[config.mk]
export PLATFORM = sky130hd
export DESIGN_NAME = uart_rx_flat
export DESIGN_NICKNAME = d
export VERILOG_FILES = /design/src/rtl/uart_rx_if.sv /design/src/rtl/uart_rx.sv /design/src/flat_wrapper.sv
export SDC_FILE = /design/constraint.sdc
export NUM_CORES = 1
export LEC_CHECK = 0
export ABC_AREA = 1
export CAP_MARGIN = 0
export CORE_MARGIN = 8
export CORE_UTILIZATION = 30
export DETAILED_ROUTE_END_ITERATION = 16
export MAX_ROUTING_LAYER = met4
export PLACE_DENSITY = 0.57
export RECOVER_POWER = 25
export SYNTH_ARGS = -nofsm -noshare
export SYNTH_HDL_FRONTEND = slang
export SYNTH_SLANG_ARGS = --single-unit
[constraint.sdc]
create_clock -name CLOCK_50 -period 3.45 [get_ports CLOCK_50]
set_input_delay 0.69 -clock CLOCK_50 [delete_from_list [all_inputs] [get_ports CLOCK_50]]
set_output_delay 0.69 -clock CLOCK_50 [all_outputs]
set_load 0.02 [all_outputs]
[src/rtl/uart_rx_if.sv]
// uart_rx_if: bundles the serial line and the receiver's result/status
// signals so that the receiver and whatever sits around it share one port.
// When UART_RX_PARITY_EN is defined, the Parity_Error strobe is added.
interface uart_rx_if;
  logic       Serial_Data;
  logic [7:0] Output_Data;
  logic       Data_Valid;
  logic       Framing_Error;
  logic       Busy;
  logic [1:0] State;
`ifdef UART_RX_PARITY_EN
  logic       Parity_Error;
`endif

  // master: the side that drives the serial line and consumes received bytes
  modport master (
    output Serial_Data,
    input  Output_Data,
    input  Data_Valid,
    input  Framing_Error,
`ifdef UART_RX_PARITY_EN
    input  Parity_Error,
`endif
    input  Busy,
    input  State
  );

  // slave: the receiver itself
  modport slave (
    input  Serial_Data,
    output Output_Data,
    output Data_Valid,
    output Framing_Error,
`ifdef UART_RX_PARITY_EN
    output Parity_Error,
`endif
    output Busy,
    output State
  );
endinterface

[src/rtl/uart_rx.sv]
// uart_rx: UART receiver, 8N1, LSB first. It oversamples by counting
// CLOCK_50 cycles and samples each bit in the middle of its bit period.
// Every good byte is presented with a one-cycle Data_Valid strobe. If the
// stop bit is sampled low, a one-cycle Framing_Error strobe is raised instead.
// Optional feature macro: UART_RX_PARITY_EN selects 8E1 framing and adds a
// Parity_Error strobe.
module uart_rx #(
  parameter int CLKS_PER_BIT = 434,
  parameter int HALF_BIT     = CLKS_PER_BIT / 2
) (
  input logic     CLOCK_50,
  input logic     Reset,
  uart_rx_if.slave bus
);

  localparam int CNT_W = $clog2(CLKS_PER_BIT);
  localparam logic [CNT_W-1:0] BIT_END  = CNT_W'(CLKS_PER_BIT - 1);
  localparam logic [CNT_W-1:0] HALF_END = CNT_W'(HALF_BIT - 1);
`ifdef UART_RX_PARITY_EN
  localparam logic [3:0] LAST_BIT = 4'd8;
`else
  localparam logic [3:0] LAST_BIT = 4'd7;
`endif

  typedef enum logic [1:0] {
    IDLE  = 2'b00,
    START = 2'b01,
    DATA  = 2'b10,
    STOP  = 2'b11
  } state_t;

  state_t           state_q, state_d;
  logic [CNT_W-1:0] cnt_q, cnt_d;
  logic [3:0]       bit_q, bit_d;
  logic [7:0]       shift_q, shift_d;
  logic [7:0]       data_q, data_d;
  logic             valid_q, valid_d;
  logic             ferr_q, ferr_d;
  logic             rx_meta, rx_s, rx_prev;
  logic             start_edge;
`ifdef UART_RX_PARITY_EN
  logic             par_q, par_d;
  logic             perr_q, perr_d;
`endif

  // Two-flop synchroniser plus a delayed copy for falling-edge detection; idle-high reset
  always_ff @(posedge CLOCK_50 or posedge Reset) begin
    if (Reset) begin
      rx_meta <= 1'b1;
      rx_s    <= 1'b1;
      rx_prev <= 1'b1;
    end else begin
      rx_meta <= bus.Serial_Data;
      rx_s    <= rx_meta;
      rx_prev <= rx_s;
    end
  end

  assign start_edge = rx_prev & ~rx_s;

  // State, counters, shift register and registered output strobes
  always_ff @(posedge CLOCK_50 or posedge Reset) begin
    if (Reset) begin
      state_q <= IDLE;
      cnt_q   <= '0;
      bit_q   <= '0;
      shift_q <= '0;
      data_q  <= '0;
      valid_q <= 1'b0;
      ferr_q  <= 1'b0;
`ifdef UART_RX_PARITY_EN
      par_q   <= 1'b0;
      perr_q  <= 1'b0;
`endif
    end else begin
      state_q <= state_d;
      cnt_q   <= cnt_d;
      bit_q   <= bit_d;
      shift_q <= shift_d;
      data_q  <= data_d;
      valid_q <= valid_d;
      ferr_q  <= ferr_d;
`ifdef UART_RX_PARITY_EN
      par_q   <= par_d;
      perr_q  <= perr_d;
`endif
    end
  end

  // Next-state and datapath decisions; strobes default low so they last one cycle
  always_comb begin
    state_d = state_q;
    cnt_d   = cnt_q;
    bit_d   = bit_q;
    shift_d = shift_q;
    data_d  = data_q;
    valid_d = 1'b0;
    ferr_d  = 1'b0;
`ifdef UART_RX_PARITY_EN
    par_d   = par_q;
    perr_d  = 1'b0;
`endif
    case (state_q)
      IDLE: begin
        if (start_edge) begin
          state_d = START;
          cnt_d   = '0;
        end
      end
      START: begin
        if (cnt_q == HALF_END) begin
          cnt_d   = '0;
          bit_d   = '0;
          state_d = rx_s ? IDLE : DATA;
        end else begin
          cnt_d = cnt_q + CNT_W'(1);
        end
      end
      DATA: begin
        if (cnt_q == BIT_END) begin
          cnt_d = '0;
          bit_d = bit_q + 4'd1;
`ifdef UART_RX_PARITY_EN
          if (bit_q < 4'd8) shift_d = {rx_s, shift_q[7:1]};
          else              par_d   = rx_s;
`else
          shift_d = {rx_s, shift_q[7:1]};
`endif
          if (bit_q == LAST_BIT) state_d = STOP;
        end else begin
          cnt_d = cnt_q + CNT_W'(1);
        end
      end
      STOP: begin
        if (cnt_q == BIT_END) begin
          cnt_d   = '0;
          state_d = IDLE;
          if (!rx_s) begin
            ferr_d = 1'b1;
`ifdef UART_RX_PARITY_EN
          end else if (par_q != ^shift_q) begin
            perr_d = 1'b1;
`endif
          end else begin
            valid_d = 1'b1;
            data_d  = shift_q;
          end
        end else begin
          cnt_d = cnt_q + CNT_W'(1);
        end
      end
      default: state_d = IDLE;
    endcase
  end

  assign bus.Output_Data   = data_q;
  assign bus.Data_Valid    = valid_q;
  assign bus.Framing_Error = ferr_q;
  assign bus.Busy          = (state_q != IDLE);
  assign bus.State         = state_q;
`ifdef UART_RX_PARITY_EN
  assign bus.Parity_Error  = perr_q;
`endif

endmodule

[src/flat_wrapper.sv]
// flat-port wrapper written by rule: the top's interface ports become plain ports
module uart_rx_flat 
#(
  parameter int CLKS_PER_BIT = 434,
  parameter int HALF_BIT     = CLKS_PER_BIT / 2
)
  (CLOCK_50, Reset, bus_Serial_Data, bus_Output_Data, bus_Data_Valid, bus_Framing_Error, bus_Busy, bus_State);
  uart_rx_if bus_i ();
  input logic CLOCK_50;
  input logic Reset;
  input wire logic [$bits(bus_i.Serial_Data)-1:0] bus_Serial_Data;
  output wire logic [$bits(bus_i.Output_Data)-1:0] bus_Output_Data;
  output wire logic [$bits(bus_i.Data_Valid)-1:0] bus_Data_Valid;
  output wire logic [$bits(bus_i.Framing_Error)-1:0] bus_Framing_Error;
  output wire logic [$bits(bus_i.Busy)-1:0] bus_Busy;
  output wire logic [$bits(bus_i.State)-1:0] bus_State;
  assign bus_i.Serial_Data = bus_Serial_Data;
  assign bus_Output_Data = bus_i.Output_Data;
  assign bus_Data_Valid = bus_i.Data_Valid;
  assign bus_Framing_Error = bus_i.Framing_Error;
  assign bus_Busy = bus_i.Busy;
  assign bus_State = bus_i.State;
  uart_rx #(.CLKS_PER_BIT(CLKS_PER_BIT), .HALF_BIT(HALF_BIT)) u_core (.CLOCK_50(CLOCK_50), .Reset(Reset), .bus(bus_i));
endmodule
-- Word-level counts from Yosys, hierarchy flattened
Index checks and enable logic that the tools add are counted.
- add/sub/neg operators: 2
- equal/unequal tests: 11
- mux-type cells: 20
- bitwise logic cells: 2
- reductions and logical operators: 8
- operator list (cell ; count):
    2-to-1 mux 9 bit ; 3
    case mux 9 bit (3 select lines) ; 1
    2-to-1 mux 2 bit ; 6
    inequality test 2 x 1 -> 1 bit, second input constant ; 5
    adder 9 x 1 -> 9 bit, second input constant ; 1
    equality test 9 x 8 -> 1 bit, second input constant ; 1
    equality test 9 bit, second input constant ; 1
    2-to-1 mux 4 bit ; 2
    case mux 2 bit (4 select lines) ; 1
    case mux 4 bit (2 select lines) ; 1
    2-to-1 mux 1 bit ; 6
    AND reduction 3 bit ; 2
    AND reduction 5 bit ; 1
    adder 4 x 1 -> 4 bit, second input constant ; 1
    equality test 2 bit, second input constant ; 2
    equality test 4 x 3 -> 1 bit, second input constant ; 1
    nonzero test 2 bit ; 2
    equality test 2 x 1 -> 1 bit, second input constant ; 1
    zero test 2 bit ; 1
    AND reduction 2 bit ; 1
    OR reduction 2 bit ; 1
    bitwise AND 1 bit ; 1
    NOT 1 bit ; 1
- register bits: 36
- word-level logic and storage cells: 53

-- Longest topological paths before layout
Gate-level depths: netlist of the first run.
- depth in word-level cells: 4
- gate-level depth with buffers: 11
- depth with buffers taken out: 11

-- Worst setup path before layout of the first run
Ideal clock, no wire load.
- kind: reg-to-output
- start point: reg u_core.state_q[0] (netlist: u_core.bus.State[0])
- end point: out bus_Busy
- arrival time: 1.029 ns
- data required time: 2.760 ns
- slack: 1.731 ns
- cell stages (with the launch flop): 4
- path buffers: 0
- cell sequence: dfrtp_1 > inv_1 > ha_1 > inv_1
- cells in the longest elaborated chain, start to end: 1
- RTL lines (item ; RTL line ; source):
    start, declared ; uart_rx.sv:32 ; state_t state_q, state_d;
    start signal, assigned ; uart_rx.sv:76 ; state_q <= state_d;
    nonzero test 2 bit ; uart_rx.sv:159 ; assign bus.Busy = (state_q != IDLE);
    end, declared ; flat_wrapper.sv:15 ; output wire logic [$bits(bus_i.Busy)-1:0] bus_Busy;
Every way passes these cells.

-- Worst setup path in the final report of the first run
Ends and elaborated chain as after synthesis.

==> reports/metrics.csv, run 1 <==
metric,value,unit
status,"finished, violations left",
"Slew Viols, Final",37,
Crit Path Category,flop to output port,
clock sink count,36,
Pleak,0.955,nW
Post-DP HPWL,2300,um
mapped cell area,1840,um2
share of layout cells above drive strength 1,19.4,%
Startpoint Class,flop,
worst r2r src,u_core.bus.State[0],
grt ovf,0,
number of global-route vias before repair,1245,
Crit Path Max Fanout,7,
crit path launch,u_core.bus.State[0],
syn_area_per_cell,9.38,um2
post-route cell area,2150,um2
first-pass iteration count of the detailed router,4,
first-pass GRT wire length,5730,um
synthesis warning total,0,
Worst slew margin,-24.9,%
Die X,94.3,um
Initial Utilization,31.1,%
diode count,0,
Hold Path Origin,u_core.rx_meta,
DIE AREA,8890,um2
"commonest non-fill, non-tap cell in the layout",nand2_1,
RSZ-0062 raised after global routing,no,
GR Util All Layers,8.51,%
vias per cell,4.18,
fmax,0.398,GHz
Final Worst Setup Slack,0.939,ns
ANT nets after route,0,
worst hold path class,flop to flop,
combinational share of power,34.2,%
Ports,16,
Die H,94.3,um
Final period util,72.8,%
initial antenna violation count,0,
Post-Route Setup TNS,0,ns
max cap viols,1,
crit path DAT,1.82,ns
Sw Ratio,37.8,%
Cells after Synth,196,
largest net degree at the start of global routing,37,
Port-buffer cells,15,
Peak supply drop,336,uV
area grow syn2layout,16.8,%
RD Place Congestion,0.747,
final-report setup violation count,0,
initial DRC count,48,
CP Capture Type,output port,
fin nets,227,
net switching power,0.000459,W
H-tree levels,2,
drt total wl,3150,um
dpl ws,1.24,ns
Avg WL per Cell,10.8,um
Layout Cells excl Fill,291,
distinct cell type count after synthesis,28,
CTS Buffer Depth,2,
final hold vios,0,
post-CTS setup buffers,0,
WP data required,2.76,ns
synthesized net count,208,
PD cells,565,nW/um2
"Seq/Total Area, Yosys",49.2,%
# rows,28,
CTS tree,yes,
"FF+latch count, synth",36,
Final Skew,0.00525,ns
Internal Power,0.000754,W
clock network power share,25.9,%
CTS Hold Bufs,0,
worst skew pair latency,0.29,ns
Tmin final,2.51,ns
Seq pwr share,39.8,%
# DRC,0,
Worst-Margin Slew,1.87,ns
"commonest non-fill, non-tap cells in the layout","41 x nand2_1, 33 x dfrtp_1, 20 x inv_1, 15 x o21ai_1, 14 x clkdlybuf4s50_1",
Post-DP Area,2060,um2
# fillers,581,
placed cells,283,
post-layout util,36.3,%
Clock Root Buffer,clkbuf_8,
via count,1217,
Core Region,5920,um2
CTS Buf Count,5,
Clock Pin Slew Worst Setup and Hold Paths,0.07,ns
post-CTS resize count,0,
violated checks,"capacitance limit, slew limit",
[state kept, by name, indices dropped and copies added, names as in the netlist, named ones only]
name and flops:
u_core.cnt_q 9, u_core.bus.Data_Valid 1, u_core.rx_prev 1, u_core.bit_q 4, u_core.rx_s 1, u_core.shift_q 8
u_core.bus.State 1, u_core.rx_meta 1, u_core.bus.Output_Data 8, u_core.bus.Framing_Error 1
[cells by family after synthesis]
kind of cell	count (synthesis)	synth area share, %
buffers and inverters	32	7.75
AOI/OAI and AO/OA	31	10.5
and+or+nand+nor	81	23.1
DFF	36	49.2
xor gates and xnor gates	7	3.33
adders and majority gates	9	6.12
[power by group through the flow]
stage	registers, W	logic (W)	clock network [W]
final	0.000483	0.000415	0.000315
after global routing	0.000489	0.000475	0.000346
after CTS	0.000484	0.000426	0.000329
after detailed placement	0.000492	0.000426	0
after global placement	0.000489	0.000426	0
after floorplan	0.000498	0.000308	0
[final cells by class]
type | instances | area, um2 | share of cell area [%]
timing repair buffer | 16 | 154 | 7.16
inverter | 28 | 110 | 5.13
tap | 75 | 93.8 | 4.37
clock buffer | 7 | 86.3 | 4.02
sequential | 36 | 905 | 42.1
clock inverter | 1 | 7.51 | 0.349
multi-input combinational | 128 | 792 | 36.9
[routing by layer]
layer | track usage [%] | wire (um)
met5 | - | 0
met3 | 2.24 | 101
met4 | 4.76 | 72
met2 | 12.2 | 1390
met1 | 10.6 | 1590
[worst max-delay path, cell delays in order, from the launching register on]
cell,delay [ns]
dfrtp_1,0.46
inv_1,0.11
ha_1,0.20
inv_1,0.12
clkdlybuf4s50_1,0.63
[Yosys cell counts (all sizes together)]
cell type | n | area share (%)
nand2 | 52 | 13
dfrtp | 33 | 45
inv | 27 | 5.8
o21ai | 23 | 7.7
nand3 | 11 | 5.0
nor2 | 11 | 2.9
ha | 9 | 6.1
a21oi | 8 | 2.8
xor2 | 6 | 2.9
buf | 4 | 1.8
dfstp | 3 | 4.3
nor3 | 3 | 0.82
nand4 | 2 | 0.68
clkinv | 1 | 0.20
nand3b | 1 | 0.41
or2 | 1 | 0.34
xnor2 | 1 | 0.48
[metrics by stage]
stage                     total power [W]  hold slack, ns
after floorplan                  0.000805           0.345
after global placement           0.000915           0.346
after detailed placement         0.000917           0.347
after CTS                         0.00124           0.358
after global routing              0.00131           0.368
final                             0.00121           0.364
[path summary, 6_finish.rpt]
check	depth (start not counted)	slack, ns	end
min in group asynchronous	3	1.37	u_core.bus.Output_Data[0]
worst min-delay path	0	0.36	u_core.rx_s
worst max register to register	7	1.77	u_core.bus.State[0]
max in group asynchronous	3	1.00	u_core.shift_q[5]
worst min register to register	0	0.36	u_core.rx_s
worst max-delay path	4	0.94	bus_Busy
(Power assumes the default switching activity.)
==> inputs of run 2 (changes only) <==
--- a/config.mk
+++ b/config.mk
@@ -11,7 +11,7 @@
 export CORE_UTILIZATION = 30
 export DETAILED_ROUTE_END_ITERATION = 16
 export MAX_ROUTING_LAYER = met4
-export PLACE_DENSITY = 0.57
+export PLACE_DENSITY = 0.59
 export RECOVER_POWER = 25
 export SYNTH_ARGS = -nofsm -noshare
 export SYNTH_HDL_FRONTEND = slang
==> constraint.sdc (replaced) <==
create_clock -name CLOCK_50 -period 2.2 [get_ports CLOCK_50]
set_input_delay 0.44 -clock CLOCK_50 [delete_from_list [all_inputs] [get_ports CLOCK_50]]
set_output_delay 0.44 -clock CLOCK_50 [all_outputs]
set_load 0.02 [all_outputs]
==> run 2 against run 1 <==
Net effect:
- the flow now finishes without violations
- routed wire length is 1.2% lower
- die area unchanged
- sequential share of layout area increased by 0.074 points
- via count shrank 1.2%
- count of clock-buffer cells in the layout grew 1
- register-to-register slack lost 1.2 ns
- final area decreased by 0.17%
- flip-flop and latch count is the same
- combinational power grew 53%
- critical path type unchanged
- largest cell class unchanged
- largest power group unchanged
==> reports/metrics.csv, run 2 (same netlist as run 1, synthesis figures left out) <==
metric,value,unit,change
# DRC,0,,unchanged
area grow syn2layout,16.6,%,was 16.8%
"most used cell, CP",inv_1,,unchanged
Ports,16,,unchanged
fmax,0.525,GHz,
Post-Route Setup TNS,0,ns,unchanged
dpl ws,0.307,ns,was 1.24 ns
Startpoint Class,flop,,unchanged
# fillers,590,,was 581
Clock Pin Slew Worst Setup and Hold Paths,0.07,ns,about the same
Clock Root Buffer,clkbuf_8,,unchanged
placed cells,283,,unchanged
via count,1202,,"was 1,217"
Hold Path Origin,u_core.rx_meta,,unchanged
largest net degree at the start of global routing,37,,unchanged
Post-DP HPWL,2270,um,was 2300 um
worst skew pair latency,0.28,ns,was 0.29 ns
Final period util,86.6,%,
Final Worst Setup Slack,0.296,ns,was 0.939 ns
diode count,0,,unchanged
Final Skew,0.00809,ns,was 0.00525 ns
grt peak-use layer,met2,,unchanged
post-CTS setup buffers,0,,unchanged
Largest Register,u_core.cnt_q,,unchanged
Crit Path Category,flop to output port,,unchanged
"commonest non-fill, non-tap cell in the layout",nand2_1,,unchanged
worst hold path class,flop to flop,,unchanged
vias per cell,4.13,,was 4.18
final-report setup violation count,0,,unchanged
WP data required,1.76,ns,was 2.76 ns
initial DRC count,38,,was 48
first-pass GRT wire length,5580,um,was 5730 um
RSZ-0062 raised after global routing,no,,unchanged
Die X,94.3,um,unchanged
drt total wl,3110,um,was 3150 um
M3 GR Usage,2.48,%,was 2.24%
total power,0.00187,W,was 0.00121 W
post-layout util,36.2,%,was 36.3%
CTS Hold Bufs,0,,unchanged
Largest register FFs,9,,unchanged
"Cell Chain, Critical Path","inv_1, ha_1, inv_1, dlygate4sd2_1",,"was inv_1, ha_1, inv_1, clkdlybuf4s50_1"
CP Capture Type,output port,,unchanged
Core Region,5920,um2,unchanged
"commonest non-fill, non-tap cells in the layout","41 x nand2_1, 33 x dfrtp_1, 20 x inv_1, 15 x o21ai_1, 12 x clkdlybuf4s50_1",,"was 41 x nand2_1, 33 x dfrtp_1, 20 x inv_1, 15 x o21ai_1, 14 x clkdlybuf4s50_1"
crit path launch,u_core.bus.State[0],,unchanged
fin nets,227,,unchanged
max cap viols,0,,was 1
PD cells,871,nW/um2,was 565 nW/um2
RD Place Congestion,0.762,,was 0.747
Layout Cells excl Fill,291,,unchanged
Die H,94.3,um,unchanged
# rows,28,,unchanged
share of layout cells above drive strength 1,19.4,%,unchanged
CTS Buffer Depth,2,,unchanged
clock sink count,36,,unchanged
Tmin final,1.90,ns,
number of global-route vias before repair,1257,,"was 1,245"
post-CTS resize count,1,,was 0
Crit Path Max Fanout,7,,unchanged
DIE AREA,8890,um2,unchanged
Peak supply drop,425,uV,was 336 uV
first-pass iteration count of the detailed router,2,,was 4
Global Route met1 Usage,9.68,%,was 10.6%
Avg WL per Cell,10.7,um,was 10.8 um
Worst-Margin Slew,0.879,ns,was 1.87 ns
initial antenna violation count,0,,unchanged
Global Route met2 Usage,12.6,%,was 12.2%
status,"finished, final reports clean",,"was finished, violations left"
crit path DAT,1.46,ns,was 1.82 ns
CTS Buf Count,5,,unchanged
Worst slew margin,41.4,%,was -24.9%
CP max stage cell,dfrtp_1,,was clkdlybuf4s50_1
CTS tree,yes,,unchanged
final hold vios,0,,unchanged
Pleak,0.961,nW,was 0.955 nW
grt ovf,0,,unchanged
worst r2r src,u_core.bus.State[0],,unchanged
Initial Utilization,31.1,%,unchanged
"Slew Viols, Final",0,,was 37
H-tree levels,2,,unchanged
GR Util All Layers,8.01,%,was 8.51%
ANT nets after route,0,,unchanged
Port-buffer cells,15,,unchanged
Crit path largest cell delay,0.44,ns,was 0.63 ns
[run 2: cell count changes in the layout (fill, tap and decap cells not counted)]
cell / delta
clkinvlp_4: -1
dlygate4sd3_1: +1
clkbuf_2: +1
clkdlybuf4s50_1: -2
dlygate4sd2_1: +1
[run 2: area by class of cell]
type	count	area, um2	area share (%)
Sequential cell	36	905	42.2
Clock buffer	8	90.1	4.20
Multi-Input combinational cell	128	792	36.9
Inverter	28	110	5.13
Tap cell	75	93.8	4.38
Timing Repair Buffer	16	154	7.18
[run 2: per-layer routing]
layer  wire length (um)  vias up
met2               1460       11
met5                  0        -
met3                 99        0
met4                  0        0
li1                   -      652
met1               1560      539
[run 2: per-stage QoR]
step / area [um2] / hold WS, ns
after global placement: 2060 / 0.347
after floorplan: 1840 / 0.345
after global routing: 2140 / 0.371
after CTS: 2150 / 0.358
after detailed placement: 2060 / 0.348
final: 2140 / 0.363
[run 2: final timing paths]
| kind | endpoint | slack (ns) | cells past startpoint |
|---|---|---|---|
| worst max-delay path | bus_Busy | 0.30 | 4 |
| worst min-delay path | u_core.rx_s | 0.36 | 0 |
| worst max register to register | flop | 0.59 | 10 |
| worst min register to register | u_core.rx_s | 0.36 | 0 |
| max in group asynchronous | u_core.bus.Output_Data[6] | 0.79 | 3 |
| min in group asynchronous | u_core.cnt_q[5] | 0.86 | 3 |
[run 2: power by group]
group / leakage (nW) / total, W / internal (W) / switching [W]
clock: 0.0455 / 0.000476 / 0.000255 / 0.000221
sequential: 0.489 / 0.000755 / 0.000708 / 0.0000476
combinational: 0.427 / 0.000637 / 0.000212 / 0.000425
total: 0.961 / 0.00187 / 0.00118 / 0.000693
[run 2: worst max-delay path: cells and delay by family (launching register included)]
kind / cells / cell delay [ns]
DFF: 1 / 0.44
adders and majority gates: 1 / 0.20
buffers and inverters: 3 / 0.55
==> inputs of run 3 (changes only) <==
--- a/config.mk
+++ b/config.mk
@@ -6,7 +6,6 @@
 export NUM_CORES = 1
 export LEC_CHECK = 0
 export ABC_AREA = 1
-export CAP_MARGIN = 0
 export CORE_MARGIN = 8
 export CORE_UTILIZATION = 30
 export DETAILED_ROUTE_END_ITERATION = 16
==> results of run 3 <==
Same layout as run 2: the final DEF is identical, and so are final timing and power.
